<file path="src/rtl/bsg_link_loopback_traffic_node.sv">
// Loopback traffic node: drives a deterministic packet stream on the
// outgoing ready/valid link and checks the looped-back incoming stream.
// Ports: clk_i/reset_i (sync, active-high); en_i, mode_i, gap_i control;
// v_o/data_o/ready_and_i outgoing; v_i/data_i/ready_and_o incoming;
// done_o, error_o, timeout_o, sent_o, received_o, first_err_idx_o status.
module bsg_link_loopback_traffic_node #(
  parameter int          width_p           = 32,
  parameter int          max_outstanding_p = 16,
  parameter int          timeout_p         = 4096,
  parameter logic [31:0] seed_p            = 32'h1
) (
  input  logic               clk_i,
  input  logic               reset_i,
  input  logic               en_i,
  input  logic               mode_i,
  input  logic [3:0]         gap_i,
  output logic               v_o,
  output logic [width_p-1:0] data_o,
  input  logic               ready_and_i,
  input  logic               v_i,
  input  logic [width_p-1:0] data_i,
  output logic               ready_and_o,
  output logic               done_o,
  output logic               error_o,
  output logic               timeout_o,
  output logic [31:0]        sent_o,
  output logic [31:0]        received_o,
  output logic [31:0]        first_err_idx_o
);

  localparam int OW  = $clog2(max_outstanding_p + 1);
  localparam int DW0 = $clog2(timeout_p + 1);
  localparam int DW  = (DW0 < 16) ? 16 : ((DW0 > 32) ? 32 : DW0);
  localparam int REP = (width_p + 31) / 32;

  typedef enum logic [1:0] {
    IDLE,
    RUN,
    DRAIN,
    DONE
  } state_e;

  // x^32 + x^22 + x^2 + x + 1, shifting toward the MSB
  function automatic logic [31:0] lfsr_next(input logic [31:0] s);
    return {s[30:0], s[31] ^ s[21] ^ s[1] ^ s[0]};
  endfunction

  function automatic logic [width_p-1:0] pat(
    input logic               m,
    input logic [width_p-1:0] c,
    input logic [31:0]        l
  );
    logic [REP*32-1:0] r;
    r = {REP{l}};
    return m ? r[width_p-1:0] : c;
  endfunction

  state_e             state_q, state_d;
  logic               mode_q, mode_d;
  logic [3:0]         gap_q, gap_d;
  logic [OW-1:0]      outs_q, outs_d;
  logic [width_p-1:0] tx_cnt_q, tx_cnt_d;
  logic [width_p-1:0] rx_cnt_q, rx_cnt_d;
  logic [31:0]        tx_lfsr_q, tx_lfsr_d;
  logic [31:0]        rx_lfsr_q, rx_lfsr_d;
  logic [31:0]        sent_q, sent_d;
  logic [31:0]        recv_q, recv_d;
  logic [31:0]        ferr_q, ferr_d;
  logic               err_q, err_d;
  logic               tmo_q, tmo_d;
  logic [DW-1:0]      drain_q, drain_d;

  logic               tx_fire, rx_fire, unexp, rx_ok, mism;
  logic [width_p-1:0] rx_pat;

  assign v_o = (state_q == RUN) && (gap_q == 4'd0)
            && (outs_q < OW'(max_outstanding_p));
  assign data_o      = pat(mode_q, tx_cnt_q, tx_lfsr_q);
  assign ready_and_o = (state_q == RUN) || (state_q == DRAIN);
  assign rx_pat      = pat(mode_q, rx_cnt_q, rx_lfsr_q);

  assign tx_fire = v_o & ready_and_i;
  assign rx_fire = v_i & ready_and_o;
  // a receive with nothing in flight is bogus unless it is the
  // same-cycle echo of this cycle's send
  assign unexp = rx_fire & (outs_q == '0) & ~tx_fire;
  assign rx_ok = rx_fire & ~unexp;
  assign mism  = rx_ok & (data_i != rx_pat);

  always_comb begin
    state_d   = state_q;
    mode_d    = mode_q;
    gap_d     = gap_q;
    outs_d    = outs_q;
    tx_cnt_d  = tx_cnt_q;
    rx_cnt_d  = rx_cnt_q;
    tx_lfsr_d = tx_lfsr_q;
    rx_lfsr_d = rx_lfsr_q;
    sent_d    = sent_q;
    recv_d    = recv_q;
    ferr_d    = ferr_q;
    err_d     = err_q;
    tmo_d     = tmo_q;
    drain_d   = drain_q;

    if (tx_fire) begin
      tx_cnt_d  = tx_cnt_q + 1'b1;
      tx_lfsr_d = lfsr_next(tx_lfsr_q);
      sent_d    = (sent_q == '1) ? sent_q : sent_q + 32'd1;
      gap_d     = gap_i;
    end else if (gap_q != 4'd0) begin
      gap_d = gap_q - 4'd1;
    end

    if (rx_ok) begin
      rx_cnt_d  = rx_cnt_q + 1'b1;
      rx_lfsr_d = lfsr_next(rx_lfsr_q);
      recv_d    = (recv_q == '1) ? recv_q : recv_q + 32'd1;
    end

    unique case ({tx_fire, rx_ok})
      2'b10:   outs_d = outs_q + 1'b1;
      2'b01:   outs_d = outs_q - 1'b1;
      default: outs_d = outs_q;
    endcase

    if ((unexp | mism) & ~err_q) begin
      ferr_d = recv_q;
    end
    err_d = err_q | unexp | mism;

    unique case (state_q)
      IDLE: begin
        if (en_i) begin
          state_d = RUN;
          mode_d  = mode_i;
        end
      end
      RUN: begin
        if (!en_i) begin
          state_d = DRAIN;
          drain_d = '0;
        end
      end
      DRAIN: begin
        drain_d = drain_q + 1'b1;
        if (outs_q == '0) begin
          state_d = DONE;
        end else if (drain_q == DW'(timeout_p - 1)) begin
          state_d = DONE;
          tmo_d   = 1'b1;
        end
      end
      DONE: begin
        state_d = DONE;
      end
    endcase
  end

  always_ff @(posedge clk_i) begin
    if (reset_i) begin
      state_q   <= IDLE;
      mode_q    <= 1'b0;
      gap_q     <= '0;
      outs_q    <= '0;
      tx_cnt_q  <= '0;
      rx_cnt_q  <= '0;
      tx_lfsr_q <= seed_p;
      rx_lfsr_q <= seed_p;
      sent_q    <= '0;
      recv_q    <= '0;
      ferr_q    <= '0;
      err_q     <= 1'b0;
      tmo_q     <= 1'b0;
      drain_q   <= '0;
    end else begin
      state_q   <= state_d;
      mode_q    <= mode_d;
      gap_q     <= gap_d;
      outs_q    <= outs_d;
      tx_cnt_q  <= tx_cnt_d;
      rx_cnt_q  <= rx_cnt_d;
      tx_lfsr_q <= tx_lfsr_d;
      rx_lfsr_q <= rx_lfsr_d;
      sent_q    <= sent_d;
      recv_q    <= recv_d;
      ferr_q    <= ferr_d;
      err_q     <= err_d;
      tmo_q     <= tmo_d;
      drain_q   <= drain_d;
    end
  end

  assign done_o          = (state_q == DONE);
  assign error_o         = err_q;
  assign timeout_o       = tmo_q;
  assign sent_o          = sent_q;
  assign received_o      = recv_q;
  assign first_err_idx_o = ferr_q;

endmodule

</file>
<file path="config.mk">
export PLATFORM = sky130hd
export DESIGN_NAME = bsg_link_loopback_traffic_node
export DESIGN_NICKNAME = d
export VERILOG_FILES = /design/src/rtl/bsg_link_loopback_traffic_node.sv
export SDC_FILE = /design/constraint.sdc
export NUM_CORES = 1
export LEC_CHECK = 0
export BUFFER_PORTS_ARGS = -buffer_cell sky130_fd_sc_hd__buf_4
export CAP_MARGIN = 40
export CORE_ASPECT_RATIO = 1.25
export CORE_MARGIN = 4
export CORE_UTILIZATION = 30
export DETAILED_ROUTE_END_ITERATION = 8
export HOLD_SLACK_MARGIN = 0.05
export PLACE_DENSITY = 0.53
export SYNTH_ARGS = -nofsm -noshare
export SYNTH_HDL_FRONTEND = slang
export SYNTH_SLANG_ARGS = --single-unit
</file>
<file path="constraint.sdc">
create_clock -name clk_i -period 4 [get_ports clk_i]
set_input_delay 0.6 -clock clk_i [delete_from_list [all_inputs] [get_ports clk_i]]
set_output_delay 0.6 -clock clk_i [all_outputs]
set_load 0.02 [all_outputs]
</file>
==> impl_metrics.json <==
{
  "hold_viol_final": 0,
  "insertedDiodeCount": 0,
  "die_area_um2": 43180,
  "cts.clk_slew.worst_paths_ns": 0.06,
  "worst_slack_ns": 0.6221,
  "wl_per_cell_um": 15.07,
  "clockBufferDepth": 3,
  "syn_nets": 1447,
  "clockRootBuffer": "clkbuf_16",
  "grt_pass1_wl_mm": 50.82,
  "finalSetupViolCount": 0,
  "tightest_slew_ns": 0.8627,
  "cts_resized": 0,
  "start_kind": "flip-flop",
  "syn-cell-area_um2": 11970,
  "async_flop_share_pct": 0,
  "max-slew-margin-rel_pct": 41.96,
  "antenna_found_initial": 0,
  "cp_max_fo": 9,
  "clock_latency_ns": 0.55,
  "final_common_cell": "dfxtp_1",
  "yosysTopAreaCell": "dfxtp_1",
  "ctsHoldBuffers": 0,
  "p_leak_nw": 5.380,
  "clockPowerShare_pct": 44.7,
  "switching_power_mw": 1.669,
  "critPathKind": "reg -> reg",
  "initial_core_util_pct": 30.44,
  "gr-usage-all-layers_pct": 13.84,
  "synth_area_leaders": "dfxtp_1 42%, xor2_1 6.7%, nand2_1 6.2%",
  "report.power.total_mw": 6.278,
  "dr.pass1.iters": 5,
  "crit_arrival_ns": 3.86,
  "slew_viol_final": 0,
  "p_per_area_nw_per_um2": 426.5,
  "drt_iter0_markers": 562,
  "io_buffer_count": 174,
  "drc_errors": 0,
  "swShare_pct": 26.59,
  "ant_nets": 0,
  "cts_num_sinks": 254,
  "grt.overflow.total": 0,
  "grt_setup_unrepaired": "no",
  "final_nets": 1597,
  "synth-seq-cells": 254,
  "syn2layout_area_growth_pct": 22.98,
  "drive_gt1_share_pct": 18.31,
  "yosysUniqueCellTypes": 53,
  "p_comb_share_pct": 13.0,
  "die_w_um": 186.7,
  "place_congestion": 0.7979,
  "numCtsBuffers": 29,
  "irDropWorstVdd_v": 0.0002808,
  "required_ns": 4.48,
  "syn_avg_cell_area_um2": 8.611,
  "cts_tree": "built",
  "status": "finished, final reports clean",
  "place_ws_ns": 0.6391,
  "seq_area_frac_synth_pct": 42.48,
  "hold_class": "in -> reg",
  "fin_setup_tns_ns": 0,
  "skew_ns": 0.01466,
  "h-tree-depth": 1,
  "synthCells": 1390,
  "clock.fmax_mhz": 296.0,
  "layout_common_cells": "253 x dfxtp_1, 197 x nand2_1, 183 x buf_4",
  "routed_wl_mm": 31.05,
  "hpwl_mm": 21.39,
  "synth_ff_type": "dfxtp_1",
  "intPower_mw": 4.609,
  "synth_top_area_share_pct": 42.48,
  "synth_edf_count": 0,
  "post_cts_buffers": 0,
  "yosysWarnings": 0,
  "post-route-min-period_ns": 3.378,
  "num_vias": 9858,
  "critPathCaptureType": "flip-flop",
  "finalCritPeriodShare_pct": 84.45,
  "grt_max_degree": 119,
  "num_rows": 81,
  "maxCapViolCount": 0,
  "die_h_um": 231.3,
  "core-area_um2": 39320,
  "io_pins": 175,
  "grt_pass1_vias": 9749,
  "via_per_inst": 4.785,
  "p_seq_share_pct": 42.3
}
-- cells by family (layout without fill, tap and decap cells) --
kind of cell	after synthesis	after routing	synth area share, %
flip-flops	254	254	42.48
adder cells (fa/ha/maj)	15	15	1.568
multiplexers	97	97	8.436
AO/OA/AOI/OAI	147	147	6.711
AND/OR/NAND/NOR	626	626	25.84
buffers and inverters	91	263	3.251
XOR/XNOR	160	160	11.71
-- final timing paths --
check | from | endpoint | slack [ns] | depth (start not counted)
min | gap_i[3] | gap_q[3] | 0.30 | 3
max | outs_q[1] | outs_q[4] | 0.62 | 13
min reg2reg | tx_lfsr_q[6] | tx_lfsr_q[7] | 0.46 | 2
max reg2reg | outs_q[1] | outs_q[4] | 0.62 | 13
-- synthesized netlist by cell type (17+ instances only) --
cell type	count
nand3_1	57
mux2_2	31
mux2i_1	66
nor2_1	145
nand2b_1	68
nand2_1	197
and3_1	22
or3_1	23
dfxtp_1	254
inv_1	23
clkbuf_1	48
a21oi_1	102
o21ai_0	29
xor2_1	92
nand4_1	36
xnor2_1	68
nor3_1	17
-- routing by layer --
layer,GRT usage (%),vias to the layer above,wire length (um)
met2,24.62,172,15330
met5,0,-,0
met3,2.757,38,1532
li1,-,5007,-
met1,17.08,4641,13620
met4,3.837,0,574
-- power by group through the flow --
stage               clock network, mW  logic (mW)  registers [mW]
finish                           2.80       0.818            2.66
global route                     2.99       0.905            2.67
CTS                              2.90       0.833            2.66
detailed placement                  0       0.829            2.71
global placement                    0       0.815            2.71
floorplan                           0       0.634            2.69
-- flip-flops by register name (all words and copies together), names as in the netlist, 5 cells and up --
signal	count
rx_lfsr_q	32
tx_cnt_q	32
drain_q	16
sent_o	32
outs_q	5
first_err_idx_o	32
rx_cnt_q	32
tx_lfsr_q	32
received_o	32
-- critical path, stage by stage, from the launching register on --
cell and delay, ns:
dfxtp_1 0.38, or4_4 0.56, a311oi_4 0.44, or2_2 0.21, inv_2 0.04, ha_1 0.30
xor2_1 0.19, ha_1 0.24, o21ai_0 0.16, a21oi_1 0.09, a21oi_1 0.18, xor2_1 0.09
or3_1 0.32, a21oi_1 0.13
-- through the flow --
stage	std cells	instance area, um2	hold slack, ns	utilization (%)
after CTS	2060	14720	0.2652	37.43
after detailed placement	2007	13710	0.4562	34.86
after global routing	2060	14720	0.2891	37.43
after global placement	2006	13700	0.4507	34.85
after floorplan	1390	11970	0.4416	-
final	2060	14720	0.2998	37.43
-- layout make-up --
cell class,instances,area (um2)
fill,4055,24600
multi-input combinational,1045,6496
sequential,254,5089
timing repair buffer,186,1410
clock buffer,38,819.5
tap,498,623.1
clock inverter,15,191.4
inverter,24,90.09
No activity file was read; power rests on OpenSTA's default activity.
